**src/rtl/dma_fetch_engine.sv**
```systemverilog
// Responder side of the fetch_data/ack_fetch_data handshake: copies one chunk of dwords
// from the memory read port into video BRAM. Define DMA_FETCH_BYTESWAP_EN to byte-reverse each dword.
module dma_fetch_engine #(
    parameter int MAX_LEN  = 64,
    parameter int MAX_OUTS = 4,
    parameter int BRAM_AW  = 18
) (
    input  logic               clk,
    input  logic               rst,
    input  logic               fetch_data,
    input  logic [63:0]        read_from,
    input  logic [BRAM_AW-1:0] write_to,
    input  logic [15:0]        length_data,
    output logic               ack_fetch_data,
    output logic               mem_req_valid,
    input  logic               mem_req_ready,
    output logic [63:0]        mem_req_addr,
    input  logic               mem_rsp_valid,
    input  logic [31:0]        mem_rsp_data,
    output logic               videomem_we,
    output logic [BRAM_AW-1:0] videomem_addr,
    output logic [31:0]        videomem_wdata,
    output logic               busy,
    output logic               err
);

    typedef enum logic [2:0] {
        IDLE     = 3'd0,
        ISSUE    = 3'd1,
        DRAIN    = 3'd2,
        ACK      = 3'd3,
        WAIT_LOW = 3'd4
    } state_t;

    state_t             state_r;
    state_t             state_s;
    logic [63:0]        rd_addr_r;
    logic [BRAM_AW-1:0] wr_addr_r;
    logic [15:0]        len_r;
    logic [15:0]        issued_r;
    logic [15:0]        received_r;
    logic               rearm_r;
    logic               err_r;
    logic               vm_we_r;
    logic [BRAM_AW-1:0] vm_addr_r;
    logic [31:0]        vm_data_r;

    logic               accept_s;
    logic               bad_s;
    logic               req_valid_s;
    logic               req_fire_s;
    logic               rsp_take_s;
    logic               rsp_stray_s;
    logic [15:0]        outs_s;

    function automatic logic [31:0] lane_order(input logic [31:0] d);
`ifdef DMA_FETCH_BYTESWAP_EN
        return {d[7:0], d[15:8], d[23:16], d[31:24]};
`else
        return d;
`endif
    endfunction

    // Handshake qualifiers derived from registered state
    always_comb begin
        outs_s      = issued_r - received_r;
        accept_s    = (state_r == IDLE) && fetch_data && rearm_r;
        bad_s       = (length_data > 16'(MAX_LEN)) || (read_from[1:0] != 2'b00);
        req_valid_s = (state_r == ISSUE) && (issued_r < len_r) && (outs_s < 16'(MAX_OUTS));
        req_fire_s  = req_valid_s && mem_req_ready;
        rsp_take_s  = mem_rsp_valid && ((state_r == ISSUE) || (state_r == DRAIN));
        rsp_stray_s = mem_rsp_valid && !((state_r == ISSUE) || (state_r == DRAIN));
    end

    // Next-state logic
    always_comb begin
        state_s = state_r;
        case (state_r)
            IDLE: begin
                if (accept_s) begin
                    if ((length_data == 16'd0) || bad_s) begin
                        state_s = ACK;
                    end else begin
                        state_s = ISSUE;
                    end
                end else begin
                    state_s = IDLE;
                end
            end
            ISSUE: begin
                if (issued_r == len_r) begin
                    state_s = DRAIN;
                end else begin
                    state_s = ISSUE;
                end
            end
            // received only reaches len on the cycle the final BRAM write is on the bus
            DRAIN: begin
                if (received_r == len_r) begin
                    state_s = ACK;
                end else begin
                    state_s = DRAIN;
                end
            end
            ACK:      state_s = WAIT_LOW;
            WAIT_LOW: begin
                if (!fetch_data) begin
                    state_s = IDLE;
                end else begin
                    state_s = WAIT_LOW;
                end
            end
            default:  state_s = IDLE;
        endcase
    end

    // State register
    always_ff @(posedge clk or posedge rst) begin
        if (rst) begin
            state_r <= IDLE;
        end else begin
            state_r <= state_s;
        end
    end

    // Request side: latched chunk parameters and issue counter
    always_ff @(posedge clk or posedge rst) begin
        if (rst) begin
            len_r     <= 16'd0;
            rd_addr_r <= 64'd0;
            issued_r  <= 16'd0;
            rearm_r   <= 1'b1;
        end else if (accept_s) begin
            len_r     <= length_data;
            rd_addr_r <= read_from;
            issued_r  <= 16'd0;
            rearm_r   <= 1'b0;
        end else begin
            if (req_fire_s) begin
                issued_r  <= issued_r + 16'd1;
                rd_addr_r <= rd_addr_r + 64'd4;
            end
            if ((state_r == WAIT_LOW) && !fetch_data) begin
                rearm_r <= 1'b1;
            end
        end
    end

    // Response side: register each response into a BRAM write
    always_ff @(posedge clk or posedge rst) begin
        if (rst) begin
            vm_we_r    <= 1'b0;
            vm_addr_r  <= '0;
            vm_data_r  <= 32'd0;
            wr_addr_r  <= '0;
            received_r <= 16'd0;
        end else begin
            vm_we_r <= rsp_take_s;
            if (accept_s) begin
                wr_addr_r  <= write_to;
                received_r <= 16'd0;
            end else if (rsp_take_s) begin
                vm_addr_r  <= wr_addr_r;
                vm_data_r  <= lane_order(mem_rsp_data);
                wr_addr_r  <= wr_addr_r + BRAM_AW'(4);
                received_r <= received_r + 16'd1;
            end
        end
    end

    // Sticky error: stray responses win over the clear on accept
    always_ff @(posedge clk or posedge rst) begin
        if (rst) begin
            err_r <= 1'b0;
        end else if (rsp_stray_s) begin
            err_r <= 1'b1;
        end else if (accept_s) begin
            err_r <= bad_s;
        end
    end

    assign ack_fetch_data = (state_r == ACK);
    assign busy           = (state_r != IDLE);
    assign mem_req_valid  = req_valid_s;
    assign mem_req_addr   = rd_addr_r;
    assign videomem_we    = vm_we_r;
    assign videomem_addr  = vm_addr_r;
    assign videomem_wdata = vm_data_r;
    assign err            = err_r;

endmodule

```
**config.mk**
```make
export PLATFORM = sky130hd
export DESIGN_NAME = dma_fetch_engine
export DESIGN_NICKNAME = d
export VERILOG_FILES = /design/src/rtl/dma_fetch_engine.sv
export SDC_FILE = /design/constraint.sdc
export NUM_CORES = 1
export LEC_CHECK = 0
export CORE_MARGIN = 2
export CORE_UTILIZATION = 52
export DETAILED_ROUTE_END_ITERATION = 10
export GPL_ROUTABILITY_DRIVEN = 0
export PLACE_DENSITY = 0.83
export SYNTH_ARGS = -nofsm -noshare
export SYNTH_HDL_FRONTEND = slang
export SYNTH_SLANG_ARGS = --single-unit
export TNS_END_PERCENT = 1
```
**constraint.sdc**
```tcl
create_clock -name clk -period 11.15 [get_ports clk]
set_input_delay 1.6725 -clock clk [delete_from_list [all_inputs] [get_ports clk]]
set_output_delay 1.6725 -clock clk [all_outputs]
set_load 0.01 [all_outputs]
```
==> flow_summary.json, run 1 <==
{
  "cp_num_buf_inv": 2,
  "rr_startpoint": "received_r[8]",
  "setup_viol": 0,
  "clockBufferDepth": 2,
  "yosysTopAreaCell": "dfrtp_1",
  "crit_type": "flop to output port",
  "fmax_mhz": 182,
  "vias": 10800,
  "ys.flop_type": "dfrtp_1",
  "wl_met2_um": 15300,
  "post-cts-setup-buffers": 0,
  "timing.final.hold_violations": 0,
  "syn_area_per_cell_um2": 8.39,
  "rr_worst_depth": 11,
  "fin_crit_ns": 5.50,
  "totalWireLength_um": 32500,
  "via_per_inst": 5.97,
  "whs_path_depth": 2,
  "async_flop_share_pct": 100,
  "synth_edf_count": 0,
  "cp-start-kind": "flop",
  "route.met3.wl_um": 2850,
  "syn-num-nets": 1476,
  "hold_class": "flop to flop",
  "cp_slowest_stage_delay_ns": 0.54,
  "synth-seq-cells": 186,
  "status": "complete, no violations",
  "finalNetCount": 1697,
  "timing.hold.ws_ns": 0.477,
  "crit_chain": "inv_1 -> ha_1 -> and3_1 -> and2_1 -> nor3_1 -> o21ai_0 -> nand4b_1 -> nor4_4 -> and3_1 -> clkdlybuf4s50_1",
  "required_ns": 9.48,
  "grt_pass1_wl_um": 51900,
  "worstPathMaxFanout": 9,
  "post-route-drc-count": 0,
  "portBuffers": 253,
  "critPathSlowestCell": "clkdlybuf4s50_1",
  "min_to": "videomem_wdata[24]",
  "die_y_um": 149,
  "yosysTopAreaCellShare_pct": 42.2,
  "dp_hpwl_um": 23500,
  "avgRoutedWirePerCell_um": 17.9,
  "hold_buffers": 0,
  "rows": 53,
  "ir_drop_mv": 0.110,
  "yosysUniqueCellTypes": 72,
  "wl_met1_um": 13400,
  "path_clk_slew_ns": 0.08,
  "globalRouteTotalUtil_pct": 29.1,
  "cellPowerDensity_mw_per_mm2": 116,
  "drtAntennaViolNets": 0,
  "syn_to_final_growth_pct": 30.4,
  "path_common_cell": "and3_1",
  "drive_gt1_share_pct": 4.87,
  "maxCapViolCount": 0,
  "layout_common_cells": "nand2_1 (294), clkdlybuf4s50_1 (253), dfrtp_1 (185)",
  "final_common_cell": "nand2_1",
  "syn_area_mm2": 0.0110,
  "cellLeakagePower_nw": 6.28,
  "timing.final.crit_share_pct": 49.3,
  "cts_buffers": 17,
  "grt_pass1_vias": 10200,
  "min_from": "videomem_wdata[24]",
  "yosys_warnings": 0,
  "rsz0062_at_grt": "false",
  "synth_cells": 1307,
  "overflow": 0,
  "crit_arrival_ns": 3.82,
  "core-area_mm2": 0.0209,
  "drt_pass1_iterations": 5,
  "io_pins": 254,
  "cts_tree": "yes",
  "cts_num_sinks": 186,
  "h-tree-depth": 4,
  "initial_utilization_pct": 52.5,
  "max_slew_margin_pct": 36.3,
  "yosysSeqAreaShare_pct": 42.5,
  "synth.area.top_cells": "dfrtp_1 (42%), nand2_1 (10%), ha_1 (3.9%), o21ai_0 (3.3%), nor2_1 (2.8%)",
  "regToRegEndpoint": "mem_req_addr[20]",
  "post_cts_resized": 0,
  "drt_iter0_drc": 809,
  "grt_max_degree": 121,
  "n_antenna_cell": 0,
  "die_w_um": 149,
  "reg2reg_slack_ns": 6.89,
  "clk_latency_ns": 0.46,
  "cts_root_buffer": "clkbuf_16",
  "tightest_slew_ns": 0.955,
  "setup_tns_ns": 0,
  "antenna_found_initial": 0,
  "maxUsedRoutingLayer": "met4",
  "dieArea_mm2": 0.0223,
  "drv_slew": 0,
  "end_kind": "output port",
  "fin_skew_ns": 0.0229,
  "critPathTopFamily": "simple AND/OR/NAND/NOR gates"
}
## final cells by class
type	count	area [um2]
fillers	1726	6600
multi-input cells	1013	5900
flip-flops and latches	186	4660
repair buffers	260	2580
clock buffers	17	425
well taps	275	344
inverters	50	195
clock inverters	15	189
## through the flow
step	power, mW	cells	cell area, um2	setup slack (ns)	util (%)
2_1_floorplan	0.906	1307	11000	4.42	-
3_3_place_gp	1.02	1784	13700	6.29	65.5
3_5_place_dp	1.03	1784	13700	6.21	65.5
4_1_cts	1.66	1816	14300	5.70	68.4
5_1_grt	1.72	1816	14300	5.42	68.4
6_report	1.66	1816	14300	5.65	68.4
## registers in the layout (all words and copies together) (netlist names)
register / count
mem_req_addr: 64
videomem_wdata: 32
videomem_addr: 18
wr_addr_r: 18
issued_r: 16
len_r: 16
received_r: 16
state_r: 3
err: 1
rearm_r: 1
videomem_we: 1
## worst reg2reg max path, cell delays in order, from the launching register on
cell and delay, ns:
dfrtp_1 0.41, inv_1 0.10, ha_1 0.47, nand4_1 0.25, o22ai_1 0.31, a21o_1 0.15
o211ai_1 0.14, and2_1 0.20, nor4_2 0.54, nand3_2 0.70, or4_1 0.75, a31oi_1 0.19
## worst max path at each step
stage	cells after the start	end	startpoint	slack [ns]
final	10	mem_req_valid	received_r[8]	5.65
after global routing	10	mem_req_valid	received_r[9]	5.42
after CTS	10	mem_req_valid	received_r[9]	5.70
after global placement	9	mem_req_valid	issued_r[2]	6.29
after floorplan	1	err	rst	4.42
after detailed placement	9	mem_req_valid	issued_r[2]	6.21
## kinds of logic (layout without fill, tap and decap cells)
| group | after synthesis | count (layout) | synth area share, % |
|---|---|---|---|
| compound gates | 246 | 246 | 14.6 |
| xor+xnor | 56 | 56 | 4.47 |
| fa+ha+maj | 34 | 34 | 3.88 |
| buf+inv | 108 | 342 | 3.81 |
| flops | 186 | 186 | 42.5 |
| mux | 11 | 11 | 1.05 |
| simple gates | 666 | 666 | 29.7 |
## layer usage
layer | vias to the layer above | GRT usage, %
met5 | - | 0
met4 | 0 | 10.6
met1 | 5182 | 37.3
li1 | 5108 | -
met3 | 83 | 8.07
met2 | 467 | 47.2
## cell usage after synthesis, types with 22 or more instances
master,count
and3_1,31
o21ai_0,72
nand4_1,45
or4_1,26
ha_1,34
dfrtp_1,185
nor2_1,83
xnor2_1,22
xor2_1,34
a31oi_1,33
nor3_1,29
nand2_1,295
clkbuf_1,37
a21oi_1,39
nand3_1,54
or3_1,25
inv_1,50
## report_power, final
group	internal (mW)	switching, mW	total, mW	leakage, nW
sequential	0.707	0.0329	0.740	2.41
combinational	0.132	0.152	0.284	3.58
clock	0.308	0.326	0.634	0.292
total	1.15	0.511	1.66	6.28
Note: power is estimated with default switching activity, not from simulation.
==> inputs of run 2 (changes only) <==
--- a/config.mk
+++ b/config.mk
@@ -6,10 +6,10 @@
 export NUM_CORES = 1
 export LEC_CHECK = 0
 export CORE_MARGIN = 2
-export CORE_UTILIZATION = 52
+export CORE_UTILIZATION = 51
 export DETAILED_ROUTE_END_ITERATION = 10
 export GPL_ROUTABILITY_DRIVEN = 0
-export PLACE_DENSITY = 0.83
+export PLACE_DENSITY = 0.81
 export SYNTH_ARGS = -nofsm -noshare
 export SYNTH_HDL_FRONTEND = slang
 export SYNTH_SLANG_ARGS = --single-unit
==> constraint.sdc (replaced) <==
create_clock -name clk -period 5.14 [get_ports clk]
set_input_delay 0.771 -clock clk [delete_from_list [all_inputs] [get_ports clk]]
set_output_delay 0.771 -clock clk [all_outputs]
set_load 0.01 [all_outputs]
==> run 2 against run 1 <==
Net effect: non-clock buffer count rose by 2; total power rose by 120%; via count fell by 0.52%; critical path type unchanged; wire length rose by 0.37%; utilization fell by 0.40 points; largest cell class unchanged.
==> flow_summary.json, run 2 (synthesis results as in run 1) <==
{
  "rows": 53,
  "timing.final.hold_violations": 0,
  "status": "complete, no violations",
  "crit_type": "flop to output port",
  "cellLeakagePower_nw": 6.29,
  "critPathSlowestCell": "clkdlybuf4s50_1",
  "via_per_inst": 5.93,
  "worstPathMaxFanout": 7,
  "drive_gt1_share_pct": 4.99,
  "overflow": 0,
  "cp-start-kind": "flop",
  "end_kind": "output port",
  "drv_slew": 0,
  "rsz0062_at_grt": "false",
  "cts_root_buffer": "clkbuf_16",
  "drt_pass1_iterations": 6,
  "n_antenna_cell": 0,
  "crit_chain": "inv_1 -> ha_1 -> a21oi_1 -> o22ai_1 -> a2111oi_0 -> a211oi_1 -> nor2_1 -> and3_1 -> clkdlybuf4s50_1",
  "final_common_cell": "nand2_1",
  "cts_buffers": 17,
  "max_slew_margin_pct": 29.4,
  "setup_tns_ns": 0,
  "power_frac_comb_pct": 17.4,
  "cts_num_sinks": 186,
  "largest_reg_flops": 64,
  "initial_utilization_pct": 52.0,
  "core-area_mm2": 0.0211,
  "fmax_mhz": 218,
  "fin_crit_ns": 4.59,
  "drt_iter0_drc": 859,
  "switching_share_pct": 30.8,
  "drtAntennaViolNets": 0,
  "hold_buffers": 0,
  "antenna_found_initial": 0,
  "timing.final.crit_share_pct": 89.3,
  "cts_tree": "yes",
  "cp_slowest_stage_delay_ns": 0.54,
  "die_y_um": 151,
  "io_pins": 254,
  "dp_hpwl_um": 23500,
  "setup_viol": 0,
  "vias": 10800,
  "fin_skew_ns": 0.0187,
  "p_seq_share_pct": 44.7,
  "post_cts_resized": 0,
  "dieArea_mm2": 0.0227,
  "grt_pass1_wl_um": 51700,
  "totalWireLength_um": 32600,
  "required_ns": 4.37,
  "tightest_slew_ns": 1.06,
  "hold_class": "flop to flop",
  "post-route-drc-count": 0,
  "syn_to_final_growth_pct": 30.8,
  "cellPowerDensity_mw_per_mm2": 251,
  "final.fill_count": 1694,
  "crit_arrival_ns": 3.82,
  "portBuffers": 253,
  "timing.hold.ws_ns": 0.473,
  "layout_common_cells": "nand2_1 (294), clkdlybuf4s50_1 (253), dfrtp_1 (185)",
  "intPower_mw": 2.49,
  "ir_drop_mv": 0.259,
  "maxCapViolCount": 0,
  "globalRouteTotalUtil_pct": 28.7,
  "finalNetCount": 1699,
  "grt_pass1_vias": 10100,
  "clockPowerShare_pct": 37.9,
  "die_w_um": 151,
  "final_core_utilization_pct": 68.0,
  "post-cts-setup-buffers": 0,
  "grt_max_degree": 144,
  "clockBufferDepth": 2,
  "h-tree-depth": 4,
  "path_clk_slew_ns": 0.08,
  "p_sw_mw": 1.11,
  "avgRoutedWirePerCell_um": 18.0,
  "clk_latency_ns": 0.45
}
## run 2: metal layers
metal | wire length, um | part of all wire, % | vias up | GRT usage, %
met5 | 0 | 0 | - | 0
met4 | 1090 | 3.3 | 0 | 11.5
met3 | 2690 | 8.2 | 72 | 6.73
met2 | 15200 | 47 | 483 | 45.8
met1 | 13600 | 42 | 5112 | 37.8
li1 | - | - | 5117 | -
## run 2: worst max-delay path: cells and delay by family (launching register included)
| kind | cells | cell delay [ns] |
|---|---|---|
| compound gates | 4 | 1.22 |
| fa+ha+maj | 1 | 0.38 |
| buf+inv | 2 | 0.67 |
| flops | 1 | 0.45 |
| simple gates | 2 | 0.65 |
## run 2: path summary, 6_finish.rpt
check | start | end | slack (ns) | depth (start not counted)
worst max-delay path | received_r[4] | mem_req_valid | 0.55 | 9
worst min-delay path | wr_addr_r[1] | videomem_addr[1] | 0.47 | 2
worst max register to register | received_r[4] | mem_req_addr[41] | 0.85 | 10
worst min register to register | wr_addr_r[1] | videomem_addr[1] | 0.47 | 2
max in group asynchronous | rst | wr_addr_r[13] | 3.30 | 3
min in group asynchronous | rst | videomem_wdata[4] | 0.91 | 2
## run 2: through the flow
step	std cells	setup slack, ns	power (mW)	instance area [um2]
floorplan	1307	1.92	1.97	11000
global placement	1786	1.13	2.23	13700
detailed placement	1786	0.931	2.25	13700
CTS	1818	0.601	3.60	14300
global route	1818	0.324	3.73	14300
finish	1818	0.548	3.59	14300
## run 2: power by group through the flow
stage / logic [mW] / clock network (mW) / registers [mW]
finish: 0.626 / 1.36 / 1.61
detailed placement: 0.615 / 0 / 1.63
floorplan: 0.334 / 0 / 1.63
CTS: 0.623 / 1.37 / 1.60
global placement: 0.600 / 0 / 1.63
global route: 0.683 / 1.43 / 1.61
## run 2: final cells by class
type                            count  area (um2)  share of cell area, %
Clock buffer                       17         425                   2.97
Clock inverter                     15         193                   1.34
Inverter                           50         191                   1.33
Multi-Input combinational cell   1013        5900                   41.1
Sequential cell                   186        4660                   32.5
Tap cell                          275         344                   2.40
Timing Repair Buffer              262        2640                   18.4
==> inputs of run 3 (changes only) <==
--- a/config.mk
+++ b/config.mk
@@ -5,6 +5,7 @@
 export SDC_FILE = /design/constraint.sdc
 export NUM_CORES = 1
 export LEC_CHECK = 0
+export ABC_CLOCK_PERIOD_IN_PS = 5140
 export CORE_MARGIN = 2
 export CORE_UTILIZATION = 51
 export DETAILED_ROUTE_END_ITERATION = 10
==> results of run 3 <==
Same layout as run 2: the final DEF is identical, and so are final timing and power.
